[src/rtl/calc_pkg.sv]
// calc_pkg: shared state encoding, operator codes and default width for the calculator sequencer.
package calc_pkg;

    localparam int W_DEF = 8;

    localparam logic OP_ADD = 1'b0;
    localparam logic OP_SUB = 1'b1;

    typedef enum logic [2:0] {
        S_A    = 3'd0,
        S_B    = 3'd1,
        S_EXEC = 3'd2,
        S_RES  = 3'd3,
        S_ERR  = 3'd4
    } state_t;

endpackage

[src/rtl/calc_operand_reg.sv]
// calc_operand_reg: hex-digit shift-entry operand register with digit count, parallel load and clear.
module calc_operand_reg
    import calc_pkg::*;
#(
    parameter int W  = W_DEF,
    parameter int CW = $clog2(W / 4 + 1)
) (
    input  logic          clk,
    input  logic          rst_l,
    input  logic          clr_i,
    input  logic          load_i,
    input  logic [W-1:0]  load_val_i,
    input  logic [CW-1:0] load_cnt_i,
    input  logic          shift_i,
    input  logic [3:0]    key_i,
    output logic [W-1:0]  val_o
);

    localparam int N = W / 4;

    logic [W-1:0]  val_q, val_d;
    logic [CW-1:0] cnt_q, cnt_d;
    logic          take;

    // Clear beats load beats digit shift; digits beyond a full register are dropped.
    always_comb begin
        take  = shift_i && (cnt_q < CW'(N));
        val_d = clr_i ? '0 : load_i ? load_val_i : take ? ((val_q << 4) | W'(key_i)) : val_q;
        cnt_d = clr_i ? '0 : load_i ? load_cnt_i : take ? cnt_q + CW'(1) : cnt_q;
    end

    // Operand value and digit count registers.
    always_ff @(posedge clk or negedge rst_l) begin
        if (!rst_l) begin
            val_q <= '0;
            cnt_q <= '0;
        end else begin
            val_q <= val_d;
            cnt_q <= cnt_d;
        end
    end

    assign val_o = val_q;

endmodule

[src/rtl/calc_sequencer.sv]
// calc_sequencer: keypad calculator control FSM driving an external add/sub ALU.
// Optional memory register enabled by defining CALC_MEM_EN.
module calc_sequencer
    import calc_pkg::*;
#(
    parameter int W           = W_DEF,
    parameter int ALU_TIMEOUT = 15
) (
    input  logic         clk,
    input  logic         rst_l,
    input  logic         key_valid,
    input  logic [3:0]   key_code,
    input  logic         op_add,
    input  logic         op_sub,
    input  logic         eq,
    input  logic         clr,
    input  logic         mem_save,
    input  logic         mem_recall,
    input  logic [W-1:0] alu_q,
    input  logic         alu_ovf,
    input  logic         alu_done,
    output logic         alu_start,
    output logic         alu_op,
    output logic [W-1:0] a,
    output logic [W-1:0] b,
    output logic [W-1:0] result,
    output logic         overflow,
    output logic         disp_sel,
    output logic         err,
    output logic [2:0]   state
);

    localparam int CW = $clog2(W / 4 + 1);
    localparam int TW = $clog2(ALU_TIMEOUT + 1);
    localparam logic [CW-1:0] FULL = CW'(W / 4);

    state_t         state_q;
    logic           alu_start_q, alu_op_q, overflow_q, err_q, disp_sel_q;
    logic [W-1:0]   result_q, mem_val;
    logic [TW-1:0]  tmo_q;
    logic           hi, e_eq, e_op, e_key, e_mr, in_a, in_b, in_res;
    logic           a_load, b_load, a_shift, b_shift;
    logic [W-1:0]   a_val, b_val;
    logic [CW-1:0]  a_cnt, b_cnt;

`ifdef CALC_MEM_EN
    logic           e_ms;
    logic [W-1:0]   mem_q;

    // Memory captures the shown result on request and survives clr.
    always_ff @(posedge clk or negedge rst_l) begin
        if (!rst_l)
            mem_q <= '0;
        else if (in_res && e_ms)
            mem_q <= result_q;
    end

    assign mem_val = mem_q;
`else
    logic unused_mem;

    assign unused_mem = mem_save | mem_recall;
    assign mem_val    = '0;
`endif

    // Priority decode (only the highest-priority input acts) and operand register controls.
    always_comb begin
        hi     = clr | eq | op_add | op_sub;
        e_eq   = eq & ~clr;
        e_op   = (op_add | op_sub) & ~eq & ~clr;
`ifdef CALC_MEM_EN
        e_ms   = mem_save & ~hi;
        e_mr   = mem_recall & ~hi;
        e_key  = key_valid & ~hi & ~mem_save & ~mem_recall;
`else
        e_mr   = 1'b0;
        e_key  = key_valid & ~hi;
`endif
        in_a    = state_q == S_A;
        in_b    = state_q == S_B;
        in_res  = state_q == S_RES;
        a_shift = in_a & e_key;
        b_shift = in_b & e_key;
        a_load  = (in_a & e_mr) | (in_res & (e_op | e_key));
        a_val   = in_res ? (e_op ? result_q : W'(key_code)) : mem_val;
        a_cnt   = (in_res & e_key) ? CW'(1) : FULL;
        b_load  = (in_a & e_op) | (in_b & e_mr) | (in_res & (e_op | e_key));
        b_val   = in_b ? mem_val : '0;
        b_cnt   = in_b ? FULL : '0;
    end

    calc_operand_reg #(.W(W), .CW(CW)) u_a (
        .clk        (clk),
        .rst_l      (rst_l),
        .clr_i      (clr),
        .load_i     (a_load),
        .load_val_i (a_val),
        .load_cnt_i (a_cnt),
        .shift_i    (a_shift),
        .key_i      (key_code),
        .val_o      (a)
    );

    calc_operand_reg #(.W(W), .CW(CW)) u_b (
        .clk        (clk),
        .rst_l      (rst_l),
        .clr_i      (clr),
        .load_i     (b_load),
        .load_val_i (b_val),
        .load_cnt_i (b_cnt),
        .shift_i    (b_shift),
        .key_i      (key_code),
        .val_o      (b)
    );

    // Sequencer FSM with registered ALU handshake, result latch and timeout watchdog.
    always_ff @(posedge clk or negedge rst_l) begin
        if (!rst_l) begin
            state_q     <= S_A;
            alu_start_q <= 1'b0;
            alu_op_q    <= OP_ADD;
            result_q    <= '0;
            overflow_q  <= 1'b0;
            err_q       <= 1'b0;
            disp_sel_q  <= 1'b0;
            tmo_q       <= '0;
        end else begin
            alu_start_q <= 1'b0;
            if (clr) begin
                state_q    <= S_A;
                result_q   <= '0;
                overflow_q <= 1'b0;
                err_q      <= 1'b0;
                disp_sel_q <= 1'b0;
                tmo_q      <= '0;
            end else begin
                case (state_q)
                    S_A: begin
                        if (e_op) begin
                            alu_op_q <= op_sub ? OP_SUB : OP_ADD;
                            state_q  <= S_B;
                        end
                    end
                    S_B: begin
                        if (e_eq) begin
                            alu_start_q <= 1'b1;
                            tmo_q       <= '0;
                            state_q     <= S_EXEC;
                        end else if (e_op) begin
                            alu_op_q <= op_sub ? OP_SUB : OP_ADD;
                        end
                    end
                    S_EXEC: begin
                        if (alu_done) begin
                            result_q   <= alu_q;
                            overflow_q <= alu_ovf;
                            disp_sel_q <= 1'b1;
                            state_q    <= S_RES;
                        end else if (tmo_q == TW'(ALU_TIMEOUT - 1)) begin
                            err_q   <= 1'b1;
                            state_q <= S_ERR;
                        end else begin
                            tmo_q <= tmo_q + TW'(1);
                        end
                    end
                    S_RES: begin
                        if (e_op) begin
                            alu_op_q   <= op_sub ? OP_SUB : OP_ADD;
                            disp_sel_q <= 1'b0;
                            state_q    <= S_B;
                        end else if (e_key) begin
                            overflow_q <= 1'b0;
                            disp_sel_q <= 1'b0;
                            state_q    <= S_A;
                        end
                    end
                    default: ;
                endcase
            end
        end
    end

    assign alu_start = alu_start_q;
    assign alu_op    = alu_op_q;
    assign result    = result_q;
    assign overflow  = overflow_q;
    assign disp_sel  = disp_sel_q;
    assign err       = err_q;
    assign state     = state_q;

endmodule
[config.mk]
export PLATFORM = sky130hd
export DESIGN_NAME = calc_sequencer
export DESIGN_NICKNAME = d
export VERILOG_FILES = /design/src/rtl/calc_pkg.sv /design/src/rtl/calc_operand_reg.sv /design/src/rtl/calc_sequencer.sv
export SDC_FILE = /design/constraint.sdc
export NUM_CORES = 1
export LEC_CHECK = 0
export CELL_PAD_IN_SITES_DETAIL_PLACEMENT = 2
export CELL_PAD_IN_SITES_GLOBAL_PLACEMENT = 2
export CORE_MARGIN = 2
export CORE_UTILIZATION = 34
export CTS_CLUSTER_DIAMETER = 40
export DETAILED_ROUTE_END_ITERATION = 6
export PLACE_DENSITY_LB_ADDON = 0.3
export SLEW_MARGIN = 20
export SYNTH_ARGS = -nofsm -noshare
export SYNTH_HDL_FRONTEND = slang
export SYNTH_HIERARCHICAL = 1
export SYNTH_SLANG_ARGS = --single-unit
[constraint.sdc]
create_clock -name clk -period 4.8 [get_ports clk]
set_input_delay 0.48 -clock clk [delete_from_list [all_inputs] [get_ports clk]]
set_output_delay 0.48 -clock clk [all_outputs]
set_load 0.01 [all_outputs]
# Yosys cells after proc, flatten, opt, wreduce, memory -nomap -nowiden
# Index checks and enable logic that the tools add are counted.
[totals]
word_cells = 124
regBits = 40
inputBits = 23
out_inout_bits = 32
[classes]
bitwise = 20
mux = 52
order_cmp = 2
reduce_logical = 20
n_eq_ne = 15
addsub = 3
[op_table]
columns = ["op", "n"]
rows = [
  ["$mux 8", 11],
  ["$mux 3", 7],
  ["$ne 3x3->1 const B", 7],
  ["$mux 1", 17],
  ["$mux 2", 8],
  ["$mux 4", 4],
  ["$or 8x4->8", 2],
  ["$pmux 3 s4", 1],
  ["$reduce_bool 3->1", 4],
  ["$and 1x1->1", 9],
  ["$reduce_and 3->1", 3],
  ["$ne 4x4->1 const B", 2],
  ["$pmux 4 s2", 1],
  ["$reduce_and 4->1", 2],
  ["$reduce_bool 2->1", 4],
  ["$eq 3x2->1 const B", 2],
  ["$or 1x1->1", 6],
  ["$pmux 1 s2", 3],
  ["$reduce_and 5->1", 1],
  ["$reduce_bool 5->1", 1],
  ["$add 2x1->2 const B", 2],
  ["$add 4x1->4 const B", 1],
  ["$eq 4x4->1 const B", 1],
  ["$lt 2x2->1 const B", 2],
  ["other kinds (7)", 11],
]

# Longest topological paths before layout
# Gate-level depths: netlist (run 1).
[depth]
depth_word = 10
mapped_depth = 9
depth_no_buf = 7

# Cells and area by module
# Netlist (run 1), hierarchy kept.
[modules_own_cells]
columns = ["mod", "area_per_inst_um2", "cells_per_inst", "n_inst"]
rows = [
  ["calc_sequencer", 1192.4, 125, 1],
  ["calc_operand_reg", 564.3, 46, 2],
]

# Least setup slack after synthesis (run 1)
# No wires, ideal clock.
[synth_timing]
path_type = "input -> register"
startpoint = "input port clr"
endpoint = "register u_b.val_q[0], in the netlist u_b/val_o[0]"
path_slack_ns = 2.386
arrival_time_ns = 2.288
n_path_buf = 2
cell_stages = 9
required_time_ns = 4.675
path_cell_list = "buf_4 nand2b_1 nor4_2 o211ai_1 a21oi_1 buf_2 mux2i_1 nor2_1 mux2_4"
[synth_between]
elab_chain_len = 10
word_cells_on_any_way = 16
[synth_rtl]
columns = ["item", "line", "rtl"]
rows = [
  ["start, declared", "calc_sequencer.sv:16", "input logic clr,"],
  ["$or 1x1->1 (3 in a row)", "calc_sequencer.sv:68", "hi = clr | eq | op_add | op_sub;"],
  ["$not 1->1", "calc_sequencer.sv:77", "e_key = key_valid & ~hi;"],
  ["$and 1x1->1", "calc_sequencer.sv:77", ""],
  ["$or 1x1->1", "calc_sequencer.sv:87", "b_load = (in_a & e_op) | (in_b & e_mr) | (in_res & (e_op | e_key));"],
  ["$and 1x1->1", "calc_sequencer.sv:87", ""],
  ["$or 1x1->1 (*)", "calc_sequencer.sv:87", ""],
  ["named net b_load", "calc_sequencer.sv:42", "logic a_load, b_load, a_shift, b_shift;"],
  ["$mux 8 (2 in a row)", "calc_operand_reg.sv:28", "val_d = clr_i ? '0 : load_i ? load_val_i : take ? ((val_q << 4) | W'(key_i)) : val_q;"],
  ["end signal, assigned", "calc_operand_reg.sv:38", "val_q <= val_d;"],
  ["end, declared", "calc_operand_reg.sv:21", "logic [W-1:0] val_q, val_d;"],
]
# Mark *: on every way through the listed nets, which the timed path passes. The rest lies on a longest branch.
# A chain may end at the register's enable or synchronous reset.

# Worst setup path in the final report (run 1)
[layout_timing]
startpoint = "input port clr"
endpoint = "register u_b.val_q[2], in the netlist u_b/val_o[2]"
# The elaborated chain is that of the path after synthesis.

==> key figures, run 1 <==
Clocking
  – CTS Hold Buffers Added: 0
  – H-tree depth: 2
  – CTS tree: yes
  – Clk sinks: 40
  – Cts repair resizes: 0
  – Insertion delay of the later-clocked pin in the worst-skew pair: 0.30 ns
  – # Post-CTS Setup Buffers: 0
  – Clock root buffer: clkbuf_8
  – Number of clock buffers inserted by TritonCTS: 5
  – Maximum clock insertion buffer count: 2
  – Clock slew at reported path FFs: ~0.080 ns

Route
  – DR vias: 1885
  – Pre-antenna DRT Iters: 3
  – Remaining antenna violation count: 0
  – Average routed wire per standard cell: 17.7 um
  – Mean number of vias per cell: 5.31
  – Total detailed-routing wirelength: 6270 um
  – Residual DRC: 0
  – Starting DRC count in detailed routing: 86

Timing
  – Max_slew headroom: between 30% and 40%
  – Post-route setup TNS: 0 ns
  – Hold slack: around 0.32 ns
  – Share of the cycle needed by the critical path after routing: 62.6%
  – Fin crit period: 3.01 ns
  – Max-slew violation count: 0
  – Maximum achievable frequency: 333 MHz
  – Setup repair after global routing missed its margin: false
  – Hold Fails Final Rpt: 0
  – Final setup fails: 0
  – Slew at the pin with the worst max-slew slack: 0.937 ns
  – Final worst clock skew: roughly 0.0074 ns

Yosys
  – Post-synthesis xor/xnor area fraction: 0.755%
  – Combinational family with the most area after synthesis: multiplexers
  – Compound-Gate Fraction of Synth Area: about an eighth
  – Seq cells post-synth: 40
  – Warnings from Yosys: 6
  – Post-Synth Simple-Gate Area: 18.0%
  – Proportion of netlist area held by the largest area contributor: 43.1%
  – Number of cells produced by synthesis: approximately 220
  – Number of distinct standard cells referenced by the synthesized netlist: 47
  – Post-Synthesis Cell Area: 2320 sq um
  – Post-synthesis async set-or-reset flop share: 100%
  – Fraction of synthesized area in multiplexers: 19.5%
  – Adder and majority gate portion of the synthesized area: under 10%
  – Mean instance size in the synthesized netlist: 10.7 sq um
  – Primary flip-flop cell chosen by synthesis mapping: dfrtp_1
  – Number of enable-type register cells in the synthesized netlist: 0
  – Sequential-to-total area share from yosys stat: 43.1%
  – Leading post-synthesis cells by cell area: dfrtp_1 (43%), mux2_4 (10%), mux2i_1 (8.6%)
  – Leading area contributor after synthesis: dfrtp_1

Placed design
  – Quantity of I/O buffers inserted on ports: 52
  – Placed cells: about 350
  – Detailed Place HPWL: 4430 um
  – Routability Congestion: 0.723
  – Area after detailed placement: roughly 2900 sq um

Power
  – Share of power burned in the clock network: 28.3%
  – Combinational fraction of design power: 22.8%
  – Sw Share: 28.7%
  – Flop pwr share: 48.9%
  – Total internal power: 0.558 mW
  – Static leakage: 1.31 nW
  – P_sw: about 0.22 mW
  – Power density of the placed cells: 262 nW/um^2
  – Worst vdd ir: 114 uV

Global route
  – Global Route met3 Usage: 4.10%
  – M1 GR Usage: 23.5%
  – Initial antenna violation count: 0
  – First-pass GRT wire length: 10500 um
  – Global-route congestion overflow total: 0
  – All-Layer GR Usage: a little under a fifth
  – Maximum number of pins on one net before global-route repair: 41
  – Met2 layer usage reported by global route: 30.0%
  – Vias in the first global route: about 2100
  – Global route hottest layer: met2

Floorplan
  – Die Height: 86.6 um
  – Placeable Area: 6680 sq um
  – Horiz. Die Dim: 86.6 um
  – Die outline area: between 7000 and 8000 sq um
  – Row count: 30
  – Io pins: 55
  – Starting Density: a little over a third

Layout
  – Count of non-filler cells in the finished layout: 355
  – Final instance area: around 3000 sq um
  – Ratio of cells with drive above 1 in the final layout: 13.8%
  – Area growth, synth to finish: 28.9%
  – N_diodes: 0
  – Final-stage net count: 300

Worst setup path
  – Depth of the most critical reg-to-reg path: 6
  – Arrival time reported for the critical path endpoint: 3.19 ns
  – Maximum net fanout on the critical path: 31
  – End of the worst register-to-register path: u_b/val_o[2]
  – CP startpoint kind: input pin
  – Flop2flop setup slack: around 2.4 ns
  – Required arrival time at the worst endpoint: 4.98 ns
  – Startpoint of the worst register-to-register path: state[2]
  – Kind of end point of the critical path: flip-flop
  – Critical path class: in2reg

Min path
  – Hold crit path type: in2async

Flow run
  – Max Cap Viol: 0

Run status
  – Run status: complete, no violations
## cell usage after synthesis (2+ instances only)
| cell type | n |
|---|---|
| a22o_1 | 10 |
| mux2_4 | 16 |
| and2_1 | 2 |
| o21ai_0 | 4 |
| nor2_1 | 28 |
| and3_1 | 5 |
| nor3_1 | 7 |
| inv_1 | 9 |
| o22ai_1 | 2 |
| nor2b_1 | 2 |
| dfrtp_1 | 40 |
| or3_1 | 3 |
| ha_1 | 2 |
| buf_2 | 3 |
| nand2b_1 | 3 |
| or4_1 | 2 |
| nor2b_4 | 2 |
| nand2_1 | 7 |
| a211oi_1 | 2 |
| xor2_1 | 2 |
| o21a_1 | 2 |
| clkbuf_1 | 5 |
| buf_6 | 4 |
| a21oi_1 | 7 |
| nand3_1 | 6 |
| mux2i_1 | 20 |
| o31a_1 | 2 |
## power by group through the flow
stage / clock, mW / combinational [mW] / sequential, mW
finish: 0.221 / 0.179 / 0.383
global route: 0.245 / 0.195 / 0.387
CTS: 0.229 / 0.182 / 0.384
detailed placement: 0 / 0.180 / 0.390
global placement: 0 / 0.175 / 0.389
floorplan: 0 / 0.0893 / 0.392
## cells by family (layout without fill, tap and decap cells)
family          count (synthesis)  in the layout
buf+inv                        22             72
other cells                     1              9
compound gates                 38             38
flops                          40             40
mux                            37             37
fa+ha+maj                       2              2
simple gates                   75             75
xor+xnor                        2              2
## worst max-delay path, stage by stage
cell             delay, ns
clkdlybuf4s50_1       0.51
buf_4                 0.34
nor3_1                0.11
buf_4                 0.20
o211ai_1              0.21
a21oi_1               0.10
buf_4                 0.22
or3_1                 0.61
mux2_4                0.38
## flip-flops by register name, indices dropped and copies added, names as in the netlist
name / flops
result: 8
u_a/val_o: 8
u_b/val_o: 8
tmo_q: 4
state: 3
u_a/cnt_q: 2
u_b/cnt_q: 2
alu_op: 1
alu_start: 1
disp_sel: 1
err: 1
overflow: 1
## stage by stage
| stage | worst slack (ns) | total power [mW] | utilization, % |
|---|---|---|---|
| detailed placement | 1.49 | 0.570 | 43.6 |
| global route | 1.58 | 0.827 | 44.8 |
| global placement | 1.55 | 0.563 | 43.6 |
| CTS | 1.77 | 0.794 | 44.8 |
| floorplan | 2.39 | 0.482 | - |
| finish | 1.79 | 0.783 | 44.8 |
## placed cells by master (no fill, tap or decap), types with 2 or more instances in the layout
master           synthesis  final
o31a_1                   2      2
and3_1                   5      5
dfrtp_1                 40     40
clkbuf_8                 0      5
nor3_1                   7      7
nor2b_4                  2      2
and2_1                   2      2
mux2_4                  16     16
o22ai_1                  2      2
nor2b_1                  2      2
buf_4                    1      4
o21ai_0                  4      4
nor2_1                  28     28
xor2_1                   2      2
or4_1                    2      2
nand2b_1                 3      3
a21oi_1                  7      7
o21a_1                   2      2
mux2i_1                 20     20
a211oi_1                 2      2
inv_1                    9      9
nand3_1                  6      6
conb_1                   1      9
ha_1                     2      2
clkdlybuf4s50_1          0     51
a22o_1                  10     10
or3_1                    3      3
nand2_1                  7      7
## area by class of cell
cell class	count	area, sq um
Multi-Input combinational cell	163	1230
Inverter	9	33.8
Clock inverter	2	12.5
Tap cell	80	100
Fill cell	714	3690
Clock buffer	5	68.8
Sequential cell	40	1000
Timing Repair Buffer	56	546
## worst max path at each step
stage / start / endpoint / slack [ns] / cells after the start
2_1_floorplan: clr / u_b/val_o[0] / 2.39 / 9
3_3_place_gp: clr / u_b/val_o[2] / 1.55 / 9
3_5_place_dp: clr / u_b/val_o[2] / 1.49 / 9
4_1_cts: clr / u_b/val_o[2] / 1.77 / 9
5_1_grt: eq / u_a/val_o[1] / 1.58 / 6
6_report: clr / u_b/val_o[2] / 1.79 / 9
## routing by layer
| metal | vias up | part of all wire [%] |
|---|---|---|
| met1 | 959 | 46 |
| met4 | 0 | 1.5 |
| met2 | 38 | 49 |
| met5 | - | 0 |
| met3 | 7 | 3.6 |
| li1 | 881 | - |
No activity file was read; power rests on OpenSTA's default activity.
==> run 2: changes to the inputs <==
--- a/config.mk
+++ b/config.mk
@@ -8,7 +8,7 @@
 export CELL_PAD_IN_SITES_DETAIL_PLACEMENT = 2
 export CELL_PAD_IN_SITES_GLOBAL_PLACEMENT = 2
 export CORE_MARGIN = 2
-export CORE_UTILIZATION = 34
+export CORE_UTILIZATION = 31
 export CTS_CLUSTER_DIAMETER = 40
 export DETAILED_ROUTE_END_ITERATION = 6
 export PLACE_DENSITY_LB_ADDON = 0.3
==> constraint.sdc (replaced) <==
create_clock -name clk -period 2.9 [get_ports clk]
set_input_delay 0.29 -clock clk [delete_from_list [all_inputs] [get_ports clk]]
set_output_delay 0.29 -clock clk [all_outputs]
set_load 0.01 [all_outputs]
==> run 2 against run 1 <==
  * Via count is 1.7% higher
  * First-iteration DRC count is 10% lower
  * Setup slack worse by 1.3 ns
  * Non-clock buffer count is 7 higher
  * Critical path depth is 1 higher
  * Die area is 9.2% higher
  * Global-route usage is 1.3 points lower
  * Sequential cell count stayed put
  * Total power is 86% higher
  * Highest routed layer unchanged
==> key figures, run 2 (same netlist as run 1, synthesis figures left out) <==
Run status
  – Run status: complete, no violations

Worst setup path
  – Startpoint of the worst register-to-register path: state[0]
  – Depth of the most critical reg-to-reg path: 6 (unchanged)
  – Required arrival time at the worst endpoint: 3.09 ns (-1.89 ns)
  – Arrival time reported for the critical path endpoint: 2.58 ns (-0.61 ns)
  – Flop2flop setup slack: 0.65 ns (-1.74 ns)
  – CP startpoint kind: input pin
  – Maximum net fanout on the critical path: 13 (-58%)
  – Critical path class: in2reg
  – Kind of end point of the critical path: flip-flop
  – End of the worst register-to-register path: u_a/val_o[1]

Route
  – DR vias: 1917 (+1.7%)
  – Starting DRC count in detailed routing: 77 (-10%)
  – Remaining antenna violation count: 0 (unchanged)
  – Mean number of vias per cell: 5.02 (-5.5%)
  – Average routed wire per standard cell: 16.9 um (-4.6%)
  – Residual DRC: 0 (unchanged)
  – Total detailed-routing wirelength: 6440 um (+2.6%)
  – Pre-antenna DRT Iters: 4 (+1)

Timing
  – Max_slew headroom: 36.8% (-0.71 points)
  – Maximum achievable frequency: 418 MHz
  – Final worst clock skew: 0.00882 ns (+0.00143 ns)
  – Final setup fails: 0 (unchanged)
  – Fin crit period: 2.39 ns
  – Hold Fails Final Rpt: 0 (unchanged)
  – Post-route setup TNS: 0 ns (unchanged)
  – Share of the cycle needed by the critical path after routing: 82.5%
  – Minimum setup slack in the final design: 0.507 ns (-1.29 ns)
  – Max-slew violation count: 0 (unchanged)
  – Slew at the pin with the worst max-slew slack: 0.948 ns (+0.0106 ns)
  – Setup repair after global routing missed its margin: false

Power
  – Power density of the placed cells: 465 nW/um^2 (+78%)
  – Worst vdd ir: 192 uV (+69%)
  – Static leakage: 1.37 nW (+5.0%)

Layout
  – Number of inserted filler cells in the final layout: 784 (+9.8%)
  – Area growth, synth to finish: 34.7%
  – Most frequent standard cell in the layout excluding fill and tap cells: clkdlybuf4s50_1
  – Commonest cells after routing, fill and taps aside: clkdlybuf4s50_1 (51), dfrtp_1 (40), nor2_1 (28)
  – N_diodes: 0 (unchanged)
  – Ratio of cells with drive above 1 in the final layout: 16.3% (+2.4 points)
  – Final-stage net count: 307 (+2.3%)

Clocking
  – Insertion delay of the later-clocked pin in the worst-skew pair: 0.30 ns (about the same)
  – # Post-CTS Setup Buffers: 0 (unchanged)
  – Clock slew at reported path FFs: 0.09 ns (about the same)
  – CTS Hold Buffers Added: 0 (unchanged)
  – Maximum clock insertion buffer count: 2 (unchanged)
  – Cts repair resizes: 0 (unchanged)
  – Number of clock buffers inserted by TritonCTS: 5 (unchanged)
  – Clock root buffer: clkbuf_8
  – H-tree depth: 2 (unchanged)
  – Clk sinks: 40 (unchanged)
  – CTS tree: yes

Global route
  – Vias in the first global route: 2092 (-0.29%)
  – Global-route congestion overflow total: 0 (unchanged)
  – Initial antenna violation count: 0 (unchanged)
  – All-Layer GR Usage: 16.8% (-1.3 points)
  – First-pass GRT wire length: 11100 um (+5.2%)
  – Maximum number of pins on one net before global-route repair: 41 (unchanged)

Floorplan
  – Row count: 31 (+3.3%)
  – Horiz. Die Dim: 90.5 um (+4.5%)
  – Starting Density: 32.0% (-2.7 points)
  – Die outline area: 8190 sq um (+9.2%)
  – Io pins: 55 (unchanged)
  – Die Height: 90.5 um (+4.5%)
  – Placeable Area: 7250 sq um (+8.6%)

Placed design
  – Routability Congestion: 0.765 (+5.8%)
  – Quantity of I/O buffers inserted on ports: 52 (unchanged)
  – Detailed Place HPWL: 4550 um (+2.6%)
  – Post-place setup slack: 0.227 ns (-1.26 ns)

Flow run
  – Max Cap Viol: 0 (unchanged)

Min path
  – Hold crit path type: in2async
==> run 2: cell types whose count changed in the layout (fill, tap and decap cells not counted) <==
cell / change
buf_4: +6
clkbuf_8: +2
buf_12: +1
bufinv_16: +1
clkinv_2: -1
clkinvlp_4: -1
==> run 2: critical path, cell delays in order <==
cell	delay (ns)
clkdlybuf4s50_1	0.52
nor2_1	0.07
nor3_1	0.25
buf_4	0.26
nand2_1	0.07
a21oi_1	0.20
buf_4	0.26
or3_1	0.14
buf_4	0.19
mux2_4	0.31
==> run 2: worst max-delay path by stage <==
stage          startpoint            to  slack [ns]  cells past startpoint
2_1_floorplan         clr  u_b/val_o[0]        0.68                      9
3_3_place_gp          clr  u_b/val_o[6]        0.25                     10
3_5_place_dp          clr  u_b/val_o[5]        0.23                     10
4_1_cts               clr  u_b/val_o[5]        0.49                     10
5_1_grt               clr  u_b/val_o[2]        0.36                     10
6_report           op_sub  u_b/val_o[5]        0.51                     10
==> run 2: cell type report <==
type	instances	area, sq um	share of cell area (%)
timing repair buffer	63	611	19.5
sequential	40	1000	32.0
clock buffer	7	96.3	3.08
multi-input combinational	163	1230	39.4
inverter	9	33.8	1.08
tap	99	124	3.96
clock inverter	1	30.0	0.961
==> run 2: power breakdown <==
part	internal, mW	switching (mW)	leakage, nW	total [mW]
sequential	0.595	0.0390	0.538	0.634
combinational	0.172	0.131	0.769	0.302
clock	0.304	0.213	0.0645	0.517
==> run 2: metal layers <==
| metal | track usage [%] | wire (um) | vias up |
|---|---|---|---|
| met5 | 0 | 0 | - |
| met4 | 5.00 | 83 | 0 |
| met3 | 3.67 | 234 | 7 |
| met2 | 28.4 | 3170 | 41 |
| met1 | 21.5 | 2950 | 972 |
| li1 | - | - | 897 |
==> run 2: stage by stage <==
stage / area, sq um / total power [mW] / utilization (%) / hold slack (ns) / cells
2_1_floorplan: 2350 / 0.797 / - / -0.00559 / 225
3_5_place_dp: 3000 / 0.950 / 41.3 / 0.493 / 374
5_1_grt: 3130 / 1.52 / 43.1 / 0.207 / 382
6_report: 3130 / 1.45 / 43.1 / 0.130 / 382
4_1_cts: 3130 / 1.47 / 43.1 / 0.168 / 382
3_3_place_gp: 3000 / 0.942 / 41.3 / 0.485 / 374
==> run 3: changes to the inputs <==
--- a/config.mk
+++ b/config.mk
@@ -8,7 +8,7 @@
 export CELL_PAD_IN_SITES_DETAIL_PLACEMENT = 2
 export CELL_PAD_IN_SITES_GLOBAL_PLACEMENT = 2
 export CORE_MARGIN = 2
-export CORE_UTILIZATION = 31
+export CORE_UTILIZATION = 28
 export CTS_CLUSTER_DIAMETER = 40
 export DETAILED_ROUTE_END_ITERATION = 6
 export PLACE_DENSITY_LB_ADDON = 0.3
==> constraint.sdc (replaced) <==
create_clock -name clk -period 2.15 [get_ports clk]
set_input_delay 0.215 -clock clk [delete_from_list [all_inputs] [get_ports clk]]
set_output_delay 0.215 -clock clk [all_outputs]
set_load 0.01 [all_outputs]
==> run 3 against run 2 <==
  * Clock skew grew 0.0038 ns
  * Critical endpoint unchanged
  * Non-clock buffer count grew 19
  * Largest power group unchanged
  * Critical path depth shrank 1
  * Global-route usage shrank 0.89 points
  * Sequential cell count is the same
  * Setup slack lost 0.43 ns
  * Hold slack gained 0.31 ns
  * Sequential power grew 34%
  * Die area grew 10%
  * Via count grew 3.1%
  * Core utilization shrank 2.4 points
==> key figures, run 3 (same netlist as run 1, synthesis figures left out) <==
Layout
  – Final-stage net count: 326 (+6.2%)
  – Most frequent standard cell in the layout excluding fill and tap cells: clkdlybuf4s50_1
  – Commonest cells after routing, fill and taps aside: clkdlybuf4s50_1 (50), dfrtp_1 (40), nor2_1 (27)
  – Ratio of cells with drive above 1 in the final layout: 21.9% (+5.6 points)
  – Number of inserted filler cells in the final layout: 872 (+11%)
  – Combined area of the multi-input logic cells: 1260 sq um (+2.3%)
  – Final instance area: 3310 sq um (+6.0%)
  – Count of non-filler cells in the finished layout: 407 (+6.5%)
  – N_diodes: 0 (unchanged)
  – Area growth, synth to finish: 42.7%
  – Sequential cell area: 1000 sq um (unchanged)

Route
  – Post-route met1 wirelength: 3160 um (+7.0%)
  – Total detailed-routing wirelength: 6810 um (+5.8%)
  – Uppermost layer routed: met4
  – Residual DRC: 0 (unchanged)
  – Wire length on met2: 3360 um (+6.0%)
  – Mean number of vias per cell: 4.86 (-3.2%)
  – DR vias: 1977 (+3.1%)
  – Average routed wire per standard cell: 16.7 um (-0.72%)
  – Pre-antenna DRT Iters: 4 (unchanged)
  – Starting DRC count in detailed routing: 51 (-34%)
  – Met3 wire length: 246 um (+5.1%)
  – Remaining antenna violation count: 0 (unchanged)

Worst setup path
  – Required arrival time at the worst endpoint: 2.34 ns (-0.75 ns)
  – Cells along the critical path: clkdlybuf4s50_1 > nor2_2 > nor3_1 > buf_4 > o211ai_1 > a21oi_2 > or3_1 > buf_12 > mux2_4
  – Peak per-stage delay on the critical path: 0.48 ns (-0.04 ns)
  – Maximum net fanout on the critical path: 8 (-5)
  – Depth of the most critical reg-to-reg path: 7 (+1)
  – Crit path max-delay cell type: clkdlybuf4s50_1
  – Critical path class: in2reg
  – Kind of end point of the critical path: flip-flop
  – CP startpoint kind: input pin
  – Arrival time reported for the critical path endpoint: 2.27 ns (-0.31 ns)

Floorplan
  – Horiz. Die Dim: 95.0 um (+5.0%)
  – Placeable Area: 8130 sq um (+12%)
  – Starting Density: 28.5% (-3.5 points)
  – Io pins: 55 (unchanged)
  – Row count: 33 (+6.5%)
  – Die outline area: 9030 sq um (+10%)
  – Die Height: 95.0 um (+5.0%)

Global route
  – Initial antenna violation count: 0 (unchanged)
  – Maximum number of pins on one net before global-route repair: 31 (-24%)
  – Vias in the first global route: 2157 (+3.1%)
  – Global-route congestion overflow total: 0 (unchanged)
  – First-pass GRT wire length: 11100 um (about the same)
  – All-Layer GR Usage: 15.9% (-0.89 points)

Timing
  – Share of the cycle needed by the critical path after routing: 96.6%
  – Max_slew headroom: 61.5% (+25 points)
  – Fin crit period: just over 2 ns
  – Final worst clock skew: 0.0126 ns (+0.00378 ns)
  – Maximum achievable frequency: 482 MHz
  – Hold slack: 0.443 ns (+0.313 ns)
  – Hold Fails Final Rpt: 0 (unchanged)
  – Slew at the pin with the worst max-slew slack: 0.578 ns (-0.371 ns)
  – Max-slew violation count: 0 (unchanged)
  – Final setup fails: 0 (unchanged)

Clocking
  – Maximum clock insertion buffer count: 2 (unchanged)
  – Insertion delay of the later-clocked pin in the worst-skew pair: 0.30 ns (about the same)
  – Clock slew at reported path FFs: 0.09 ns (about the same)
  – Number of clock buffers inserted by TritonCTS: 5 (unchanged)
  – # Post-CTS Setup Buffers: 0 (unchanged)
  – Clock root buffer: clkbuf_8
  – CTS tree: yes
  – Clk sinks: 40 (unchanged)
  – H-tree depth: 2 (unchanged)

Power
  – Power density of the placed cells: 547 nW/um^2 (+18%)
  – Total power after layout: 1.81 mW (+25%)
  – Static leakage: 1.47 nW (+7.5%)
  – Worst vdd ir: 206 uV (+7.5%)

Placed design
  – Placed cells: 398 (+6.4%)
  – Area after detailed placement: 3180 sq um (+6.0%)
  – Routability Congestion: 0.771 (+0.77%)
  – Detailed Place HPWL: 5000 um (+10%)
  – Quantity of I/O buffers inserted on ports: 52 (unchanged)

Flow run
  – Max Cap Viol: 0 (unchanged)

Min path
  – Hold crit path type: in2async

Run status
  – Run status: complete, no violations
[run 3: power by group]
group          leakage, nW  internal (mW)  total, mW  switching [mW]
logic                0.894          0.259      0.453           0.194
clock network       0.0424          0.232      0.512           0.280
registers            0.538          0.803      0.847          0.0437
total                 1.47           1.29       1.81           0.517
[run 3: repair_timing]
action,CTS,global route
resized for setup,0,8
setup endpoints to repair,0,16
endpoints found under the hold margin,20,0
hold buffers,1,0
[run 3: layer usage]
layer | track usage [%] | vias up
li1 | - | 935
met1 | 20.9 | 996
met2 | 27.0 | 42
met3 | 3.24 | 4
met4 | 3.62 | 0
met5 | 0 | -
[run 3: final cells by class]
| class | count | share of cell area, % |
|---|---|---|
| clock buffer | 7 | 2.30 |
| clock inverter | 1 | 0.264 |
| inverter | 9 | 1.02 |
| multi-input combinational | 163 | 38.0 |
| sequential | 40 | 30.2 |
| tap | 105 | 3.97 |
| timing repair buffer | 82 | 24.2 |
[run 3: path summary, 6_finish.rpt]
path / from / to / slack [ns]
hold reg to reg: alu_op / alu_op / 0.51
setup / recovery: op_add / u_b/val_o[5] / 0.07
setup reg to reg: state[2] / u_b/val_o[5] / 0.17
min in group clk: alu_op / alu_op / 0.51
hold / removal: rst_l / u_b/val_o[0] / 0.44
max in group asynchronous: rst_l / u_a/cnt_q[0] / 1.14
[run 3: through the flow]
stage	setup TNS [ns]	setup slack, ns	utilization [%]
CTS	0	0.0257	40.3
finish	0	0.0739	40.7
global route	-0.00371	-0.00278	40.7
detailed placement	-4.48	-0.283	39.1
global placement	-3.93	-0.261	39.1
floorplan	0	0.00141	-
[run 3: critical path: cells and delay by family]
kind            cells  cell delay [ns]
simple gates        3             0.64
mux                 1             0.29
compound gates      2             0.31
buf+inv             3             0.80
